## config.mk

```make
export PLATFORM = sky130hd
export DESIGN_NAME = vga_timing_gen
export DESIGN_NICKNAME = d
export VERILOG_FILES = /design/src/rtl/vga_pkg.sv /design/src/rtl/vga_axis_counter.sv /design/src/rtl/vga_timing_gen.sv
export SDC_FILE = /design/constraint.sdc
export NUM_CORES = 1
export LEC_CHECK = 0
export CAP_MARGIN = 20
export CORE_UTILIZATION = 50
export CTS_BUF_LIST = sky130_fd_sc_hd__clkbuf_4 sky130_fd_sc_hd__clkbuf_8
export CTS_CLUSTER_DIAMETER = 80
export CTS_CLUSTER_SIZE = 8
export DETAILED_ROUTE_END_ITERATION = 12
export GPL_TIMING_DRIVEN = 0
export PLACE_DENSITY = 0.78
export SYNTH_ARGS = -nofsm -noshare
export SYNTH_HDL_FRONTEND = slang
export SYNTH_SLANG_ARGS = --single-unit
```

## constraint.sdc

```tcl
create_clock -name clk -period 1.85 [get_ports clk]
set_input_delay 0.37 -clock clk [delete_from_list [all_inputs] [get_ports clk]]
set_output_delay 0.37 -clock clk [all_outputs]
set_load 0.02 [all_outputs]
```

## src/rtl/vga_pkg.sv

```systemverilog
// Shared VGA timing constants, region type and sync-window helpers.
// Default timing is 640x480@60 Hz with a 25 MHz pixel rate.
package vga_pkg;

  localparam int unsigned CNT_W     = 10;
  localparam int unsigned MAX_TOTAL = 1 << CNT_W;

  localparam int unsigned DEF_H_ACTIVE = 640;
  localparam int unsigned DEF_H_FP     = 16;
  localparam int unsigned DEF_H_SYNC   = 96;
  localparam int unsigned DEF_H_BP     = 48;
  localparam int unsigned DEF_V_ACTIVE = 480;
  localparam int unsigned DEF_V_FP     = 10;
  localparam int unsigned DEF_V_SYNC   = 2;
  localparam int unsigned DEF_V_BP     = 33;

  localparam int unsigned DEF_H_TOTAL = DEF_H_ACTIVE + DEF_H_FP + DEF_H_SYNC + DEF_H_BP;
  localparam int unsigned DEF_V_TOTAL = DEF_V_ACTIVE + DEF_V_FP + DEF_V_SYNC + DEF_V_BP;

  typedef enum logic [1:0] {ACTIVE, FP, SYNC, BP} vga_region_t;

  // True when cnt lies in [act+fp, act+fp+syn).
  function automatic logic in_sync_window(input logic [CNT_W-1:0] cnt,
                                          input int unsigned     act,
                                          input int unsigned     fp,
                                          input int unsigned     syn);
    int unsigned c;
    c = 32'(cnt);
    return (c >= act + fp) && (c < act + fp + syn);
  endfunction

  // Every region must be non-empty and the axis must fit the counter width.
  function automatic bit timing_ok(input int unsigned act, input int unsigned fp,
                                   input int unsigned syn, input int unsigned bp);
    return (act >= 1) && (fp >= 1) && (syn >= 1) && (bp >= 1) &&
           (act + fp + syn + bp <= MAX_TOTAL);
  endfunction

endpackage

```

## src/rtl/vga_axis_counter.sv

```systemverilog
// One VGA axis: wrapping position counter with an ACTIVE/FP/SYNC/BP region FSM.
// Decoded outputs are registered from the next count so they track the count.
module vga_axis_counter
  import vga_pkg::*;
#(
  parameter int unsigned P_ACTIVE = DEF_H_ACTIVE,
  parameter int unsigned P_FP     = DEF_H_FP,
  parameter int unsigned P_SYNC   = DEF_H_SYNC,
  parameter int unsigned P_BP     = DEF_H_BP
) (
  input  logic             clk,
  input  logic             boton_rst,
  input  logic             step,
  output logic [CNT_W-1:0] count,
  output vga_region_t      region,
  output logic             sync,
  output logic             active,
  output logic             wrap
);

  localparam int unsigned TOTAL = P_ACTIVE + P_FP + P_SYNC + P_BP;

  localparam logic [CNT_W-1:0] LAST_CNT   = CNT_W'(TOTAL - 1);
  localparam logic [CNT_W-1:0] END_ACTIVE = CNT_W'(P_ACTIVE - 1);
  localparam logic [CNT_W-1:0] END_FP     = CNT_W'(P_ACTIVE + P_FP - 1);
  localparam logic [CNT_W-1:0] END_SYNC   = CNT_W'(P_ACTIVE + P_FP + P_SYNC - 1);

  if (!timing_ok(P_ACTIVE, P_FP, P_SYNC, P_BP)) begin : g_bad_timing
    $error("vga_axis_counter: each region must be >= 1 and the total <= 1024");
  end

  logic [CNT_W-1:0] r_count, w_count_next;
  vga_region_t      r_region, w_region_next;
  logic             r_sync;
  logic             w_wrap;

  assign w_wrap = (r_count == LAST_CNT);

  always_comb begin
    w_count_next  = r_count;
    w_region_next = r_region;
    if (step) begin
      w_count_next = w_wrap ? '0 : r_count + 1'b1;
      case (r_region)
        ACTIVE:  if (r_count == END_ACTIVE) w_region_next = FP;
        FP:      if (r_count == END_FP)     w_region_next = SYNC;
        SYNC:    if (r_count == END_SYNC)   w_region_next = BP;
        BP:      if (w_wrap)                w_region_next = ACTIVE;
        default: w_region_next = ACTIVE;
      endcase
    end
  end

  always_ff @(posedge clk or negedge boton_rst) begin
    if (!boton_rst) begin
      r_count  <= '0;
      r_region <= ACTIVE;
      r_sync   <= 1'b0;
    end else begin
      r_count  <= w_count_next;
      r_region <= w_region_next;
      r_sync   <= in_sync_window(w_count_next, P_ACTIVE, P_FP, P_SYNC);
    end
  end

  assign count  = r_count;
  assign region = r_region;
  assign sync   = r_sync;
  assign active = (r_region == ACTIVE);
  assign wrap   = w_wrap;

endmodule

```

## src/rtl/vga_timing_gen.sv

```systemverilog
// VGA timing generator: divides clk by two to a pixel strobe and produces
// pixel coordinates, syncs, blanking and frame markers for the DAC.
module vga_timing_gen
  import vga_pkg::*;
#(
  parameter int unsigned H_ACTIVE = DEF_H_ACTIVE,
  parameter int unsigned H_FP     = DEF_H_FP,
  parameter int unsigned H_SYNC   = DEF_H_SYNC,
  parameter int unsigned H_BP     = DEF_H_BP,
  parameter int unsigned V_ACTIVE = DEF_V_ACTIVE,
  parameter int unsigned V_FP     = DEF_V_FP,
  parameter int unsigned V_SYNC   = DEF_V_SYNC,
  parameter int unsigned V_BP     = DEF_V_BP,
  parameter logic        SYNC_ACT = 1'b0
) (
  input  logic             clk,
  input  logic             boton_rst,
  output logic [CNT_W-1:0] cuentaX,
  output logic [CNT_W-1:0] cuentaY,
  output logic             vga_hsync,
  output logic             vga_vsync,
  output logic             vga_blank_n,
  output logic             vga_sync_n,
  output logic             vga_clk,
  output logic             pixel_en,
  output logic             frame_start,
  output logic             vblank
);

  logic        r_div, r_frame_start;
  logic        w_h_wrap, w_v_wrap, w_v_step;
  logic        w_h_sync, w_v_sync, w_h_active, w_v_active;
  vga_region_t w_h_region, w_v_region;
  logic        w_unused_region;

  // Counters move on the edge where r_div is 1, so vga_clk rises mid-pixel.
  always_ff @(posedge clk or negedge boton_rst) begin
    if (!boton_rst) begin
      r_div         <= 1'b0;
      r_frame_start <= 1'b0;
    end else begin
      r_div         <= ~r_div;
      r_frame_start <= r_div & w_h_wrap & w_v_wrap;
    end
  end

  assign w_v_step = r_div & w_h_wrap;

  vga_axis_counter #(
    .P_ACTIVE (H_ACTIVE),
    .P_FP     (H_FP),
    .P_SYNC   (H_SYNC),
    .P_BP     (H_BP)
  ) u_h_axis (
    .clk       (clk),
    .boton_rst (boton_rst),
    .step      (r_div),
    .count     (cuentaX),
    .region    (w_h_region),
    .sync      (w_h_sync),
    .active    (w_h_active),
    .wrap      (w_h_wrap)
  );

  vga_axis_counter #(
    .P_ACTIVE (V_ACTIVE),
    .P_FP     (V_FP),
    .P_SYNC   (V_SYNC),
    .P_BP     (V_BP)
  ) u_v_axis (
    .clk       (clk),
    .boton_rst (boton_rst),
    .step      (w_v_step),
    .count     (cuentaY),
    .region    (w_v_region),
    .sync      (w_v_sync),
    .active    (w_v_active),
    .wrap      (w_v_wrap)
  );

  assign w_unused_region = ^{w_h_region, w_v_region};

  assign pixel_en    = r_div;
  assign vga_clk     = r_div;
  assign vga_sync_n  = 1'b0;
  assign vga_hsync   = w_h_sync ? SYNC_ACT : ~SYNC_ACT;
  assign vga_vsync   = w_v_sync ? SYNC_ACT : ~SYNC_ACT;
  assign vga_blank_n = w_h_active & w_v_active;
  assign vblank      = ~w_v_active;
  assign frame_start = r_frame_start;

endmodule

```

==> results of run 1 <==
[layout make-up]
cell class	instances	share of cell area (%)
buffer	10	2.89
clock buffer	3	1.64
clock inverter	1	1.19
inverter	13	1.94
multi-input combinational	146	44.1
sequential	28	28.6
tap	46	2.29
timing repair buffer	46	17.4
[synth_stat cells (all sizes together) (2+ instances only)]
master	n	area share, %
nand4	9	3.0
o22ai	2	0.67
xnor2	6	2.8
inv	13	2.6
xor2	2	0.94
mux2	3	2.0
or3	2	0.67
nor3	5	1.3
and4	4	2.0
mux2i	4	2.2
nor2	12	2.4
nand2	13	2.6
or2	3	1.0
a21oi	4	1.3
a41oi	2	0.94
buf	6	2.2
ha	13	8.8
dfrtp	28	38
clkbuf	5	1.1
or4	3	1.2
and2	2	0.67
o21ai	12	3.2
nor4b	2	1.8
nand2b	2	0.67
nand3	14	4.4
o31ai	3	1.2
and3	5	1.7
[through the flow]
stage / hold WS (ns) / cells / total power [mW] / setup TNS, ns / worst slack, ns
6_report: 0.488 / 293 / 1.12 / -0.232 / -0.0936
5_1_grt: 0.510 / 293 / 1.16 / -0.719 / -0.176
4_1_cts: 0.511 / 288 / 1.13 / -0.257 / -0.111
3_5_place_dp: 0.546 / 273 / 0.650 / -0.438 / -0.135
3_3_place_gp: 0.530 / 272 / 0.641 / -1.44 / -0.127
2_1_floorplan: 0.0744 / 198 / 0.627 / -0.137 / -0.0693
[repair_timing]
item                       in CTS  in global routing
setup endpoints to repair       8                 14
resized for setup               9                 15
buffers inserted               11                  6
pin swaps                       0                  7
cloned                          0                  0
hold buffers                    0                  0
[final timing paths]
path | start | slack, ns | cells past startpoint | end
max in group asynchronous | boton_rst | 0.82 | 2 | u_h_axis.count[5]
min in group clk | u_v_axis.count[8] | 0.57 | 1 | u_v_axis.count[8]
setup / recovery | u_h_axis.count[0] | -0.09 | 6 | u_v_axis.sync
hold reg to reg | u_v_axis.count[8] | 0.57 | 1 | u_v_axis.count[8]
setup reg to reg | u_h_axis.count[0] | -0.09 | 6 | u_v_axis.sync
hold / removal | boton_rst | 0.49 | 1 | u_v_axis.count[5]
[cells by family after synthesis]
logic type	after synthesis
and+or+nand+nor	85
AOI/OAI and AO/OA	32
DFF	28
buffers and inverters	24
adders and majority gates	13
xor gates and xnor gates	8
muxes	7
other	1
[state kept, by name, indices dropped and copies added (netlist names)]
| register | cells |
|---|---|
| pixel_en | 1 |
| u_v_axis.region | 2 |
| u_h_axis.sync | 1 |
| frame_start | 1 |
| u_v_axis.count | 10 |
| u_h_axis.count | 10 |
| u_v_axis.sync | 1 |
| u_h_axis.region | 2 |
[routing by layer]
| layer | GRT usage, % | vias up | routed length, um |
|---|---|---|---|
| met1 | 30.9 | 850 | 1950 |
| met5 | 0 | - | 0 |
| li1 | - | 814 | - |
| met4 | 13.4 | 0 | 151 |
| met3 | 4.01 | 18 | 250 |
| met2 | 43.8 | 67 | 2510 |
[power by group through the flow]
stage / sequential, mW / clock (mW) / combinational [mW]
after floorplan: 0.624 / 0 / 0.00338
after global placement: 0.624 / 0 / 0.0174
after detailed placement: 0.624 / 0 / 0.0263
after CTS: 0.611 / 0.489 / 0.0262
after global routing: 0.611 / 0.520 / 0.0277
final: 0.611 / 0.484 / 0.0250
==> flow_summary.ini, run 1 <==
[critical_path]
start_kind = flip-flop
crit_family = simple AND/OR/NAND/NOR gates
crit_fanout = 6
cp_num_buf_inv = 0
cpMaxStageDelayCell = or4_1
arrival_ns = 2.17
cp.required_ns = 2.07
cp-end-kind = flip-flop
cp_cell_sequence = ha_4, and3b_2, nand4_1, or4_1, a41oi_2, and4bb_1
crit_path_max_incr_delay_ns = 0.52
worstSetupPathType = reg2reg

[synth]
ys_warn_count = 0
synthAdderAreaFrac_pct = 8.76
synth-compound-area-share_pct = 11.6
synth-simple-area-share_pct = 27.8
yosysSeqAreaShare_pct = 37.7
syn_area_per_cell_sq_um = 9.38
synthArstFlopShare_pct = 100
synth-seq-cells = 28
synth_top_family_by_area = simple AND/OR/NAND/NOR gates
netlist-cell-type-count = 57
synth_edf_count = 0
syn_area_sq_um = 1860
synth_xor_area_share_pct = 3.77
synth_ff_type = dfrtp_1
synth_fp_nets = 213
synth_mux_area_share_pct = 4.18
synthCells = 198

[finish]
ff_latch_area_sq_um = 719
multi_input_area_sq_um = 1110
areaGrowthSynthToFinish_pct = 35.4
fill_cells = 251
final_nets = 263
n_antenna_cell = 0
final_util_pct = 73.0
final_common_cell = clkdlybuf4s50_1
final_area_sq_um = 2510
layout_common_cells = clkdlybuf4s50_1, buf_4, dfrtp_2
drive_gt1_share_pct = 27.5

[power_and_ir_drop]
pwr-share-clk_pct = 43.2
vdd_ir_drop_max_v = 0.000292
comb_power_share_pct = 2.2
powerDensity_nw_per_um2 = 446
p_sw_mw = 0.210
seq_power_share_pct = 54.6
switching_share_pct = 18.7
leakagePower_nw = 1.05
p_int_mw = 0.910

[sta]
hold_viol = 0
tightest_slew_ns = 0.667
drv_slew = 0
period_needed_ns = 1.94
setup_viol = 5
fin_skew_ns = 0.00644
slew_headroom_pct = 55.4
rsz0062_at_grt = true
period_share_pct = 105
fin_ws_ns = -0.0936
fmax_mhz = 514

[floorplan]
die_area_sq_um = 3960
pin_count = 30
die_x_um = 62.9
dieHeight_um = 62.9
core-area_sq_um = 3440
rows = 21
initial_core_util_pct = 53.9

[clocking]
numCtsBuffers = 3
worstSkewPairLatency_ns = 0.28
clock_sinks = 28
clockRootBuffer = clkbuf_8
htreeDepth = 1
cts.clk_slew.worst_paths_ns = 0.10
cts_buffer_depth = 2
cts_tree = done

[job]
cap_violations = 0

[routing]
postRouteAntennaNets = 0
drtIter0Drc = 159
wl_per_cell_um = 16.6
first_pass_iters = 4
num_vias = 1749
drc = 0
finalWirelength_um = 4860
vias_per_cell = 5.97

[grt]
grt_start_max_net_pins = 19
grt_use_total_pct = 25.7
grt_pass1_wl_um = 7910
grt_pass1_vias = 1682
grt_antenna_before_repair = 0
gr-total-overflow = 0

[place]
dp_hpwl_um = 3290
port_buffers = 28
placed_area_sq_um = 2280
place.gp.congestion = 0.877

[outcome]
violations = negative setup slack
status = finished, violations left

[min_path]
hold_class = in2async
No activity file was read; power rests on OpenSTA's default activity.
==> run 2: changes to the inputs <==
--- a/config.mk
+++ b/config.mk
@@ -11,7 +11,7 @@
 export CTS_CLUSTER_DIAMETER = 80
 export CTS_CLUSTER_SIZE = 8
 export DETAILED_ROUTE_END_ITERATION = 12
-export GPL_TIMING_DRIVEN = 0
+export GPL_TIMING_DRIVEN = 1
 export PLACE_DENSITY = 0.78
 export SYNTH_ARGS = -nofsm -noshare
 export SYNTH_HDL_FRONTEND = slang
==> run 2 against run 1 <==
  * The flow still finishes with violations (negative setup slack)
  * Via count increased by 2.7%
  * Clock-buffer cell count unchanged
  * Global-route usage increased by 1.9 points
  * Final cell count increased by 7.8%
==> flow_summary.ini, run 2 (synthesis gave the netlist of run 1 again) <==
[clocking]
ctsHoldBuffers = 0
worstSkewPairLatency_ns = 0.28
cts_tree = done
numCtsBuffers = 3
cts_buffer_depth = 2
cts.clk_slew.worst_paths_ns = 0.10
htreeDepth = 1
clockRootBuffer = clkbuf_8
clock_sinks = 28

[critical_path]
arrival_ns = 2.18
crit_fanout = 3
worstRegToRegCells = 6
worstSetupPathType = reg2reg
cp.required_ns = 2.08
start_kind = flip-flop
cp-end-kind = flip-flop

[outcome]
status = finished, violations left
violations = negative setup slack

[power_and_ir_drop]
seq_power_share_pct = 54.5
switching_share_pct = 19.4
p_int_mw = 0.905
pwr-share-clk_pct = 44.0
comb_power_share_pct = 1.6
vdd_ir_drop_max_v = 0.000354
powerDensity_nw_per_um2 = 418
p_sw_mw = 0.217
leakagePower_nw = 1.23

[floorplan]
rows = 21
dieHeight_um = 62.9
die_area_sq_um = 3960
core-area_sq_um = 3440
pin_count = 30
initial_core_util_pct = 53.9
die_x_um = 62.9

[finish]
drive_gt1_share_pct = 33.3
areaGrowthSynthToFinish_pct = 44.7
final_nets = 286
layout_common_cells = buf_4, clkdlybuf4s50_1, dfrtp_1
final_util_pct = 78.0
n_antenna_cell = 0
final_common_cell = buf_4

[sta]
rsz0062_at_grt = true
fin_ws_ns = -0.102
fmax_mhz = 512
fin_skew_ns = 0.00363
fin_tns_setup_ns = -0.163
period_needed_ns = 1.95
drv_slew = 0
setup_viol = 3
period_share_pct = 105
hold_viol = 0

[min_path]
hold_class = in2async

[routing]
num_vias = 1797
vias_per_cell = 5.69
drc = 0
postRouteAntennaNets = 0
drtIter0Drc = 86
first_pass_iters = 4
finalWirelength_um = 5100
wl_per_cell_um = 16.1

[grt]
grt_use_total_pct = 27.6
grt_start_max_net_pins = 29
grt_antenna_before_repair = 0
grt_pass1_wl_um = 8560
grt_pass1_vias = 1883
gr-total-overflow = 0

[place]
port_buffers = 28
dp_hpwl_um = 3830
place.gp.congestion = 0.915

[job]
cap_violations = 0
-- run 2: cell count changes in the layout (fill, tap and decap cells not counted), sizes merged --
cell	previous run	this run
buf	24	51
clkdlybuf4s50	25	17
dlygate4sd2	0	6
clkbuf	8	4
dlymetal6s2s	1	3
-- run 2: repair_timing --
action                                 CTS  global route
setup endpoints to repair               14            12
resized for setup                       12            15
setup buffers                            3             1
endpoints found under the hold margin    0             0
pin swaps                                2             3
-- run 2: path summary, 6_finish.rpt --
kind                                        start           endpoint  slack [ns]
worst max-delay path            u_h_axis.count[5]      u_v_axis.sync       -0.10
worst min-delay path                    boton_rst  u_v_axis.count[3]        0.47
worst max register to register  u_h_axis.count[5]      u_v_axis.sync       -0.10
worst min register to register  u_v_axis.count[8]  u_v_axis.count[8]        0.59
max in group asynchronous               boton_rst  u_h_axis.count[6]        1.09
min in group clk                u_v_axis.count[8]  u_v_axis.count[8]        0.59
-- run 2: routing by layer --
metal  GRT usage (%)  part of all wire, %
met1            31.1                   40
met2            50.3                   53
met3            4.56                  3.8
met4            12.5                  2.7
met5               0                    0
-- run 2: worst max-delay path: stages (launching register included) --
cell and delay, ns:
dfrtp_2 0.43, buf_4 0.14, nor2_1 0.16, nand4_1 0.16
or4_1 0.53, a41oi_1 0.26, and4bb_1 0.21
-- run 2: cell type report --
class / instances / area [sq um]
clock buffer: 3 / 41.3
clock inverter: 1 / 30.0
fill: 231 / 756
inverter: 13 / 48.8
multi-input combinational: 146 / 1100
sequential: 28 / 716
tap: 46 / 57.6
timing repair buffer: 79 / 691
-- run 2: power groups by stage --
stage	sequential [mW]	combinational, mW	clock, mW
after detailed placement	0.624	0.0183	0
final	0.611	0.0175	0.493
after floorplan	0.624	0.00338	0
after global placement	0.624	0.0179	0
after global routing	0.611	0.0202	0.523
after CTS	0.611	0.0182	0.511
-- run 2: through the flow --
step	hold slack (ns)	setup slack (ns)	instance area [sq um]	total power [mW]	std cells
5_1_grt	0.498	-0.212	2690	1.15	316
3_5_place_dp	0.536	-0.0528	2540	0.642	308
3_3_place_gp	0.525	-0.0197	2540	0.641	308
4_1_cts	0.468	-0.0396	2650	1.14	315
2_1_floorplan	0.0744	-0.0693	1910	0.627	198
6_report	0.468	-0.102	2690	1.12	316
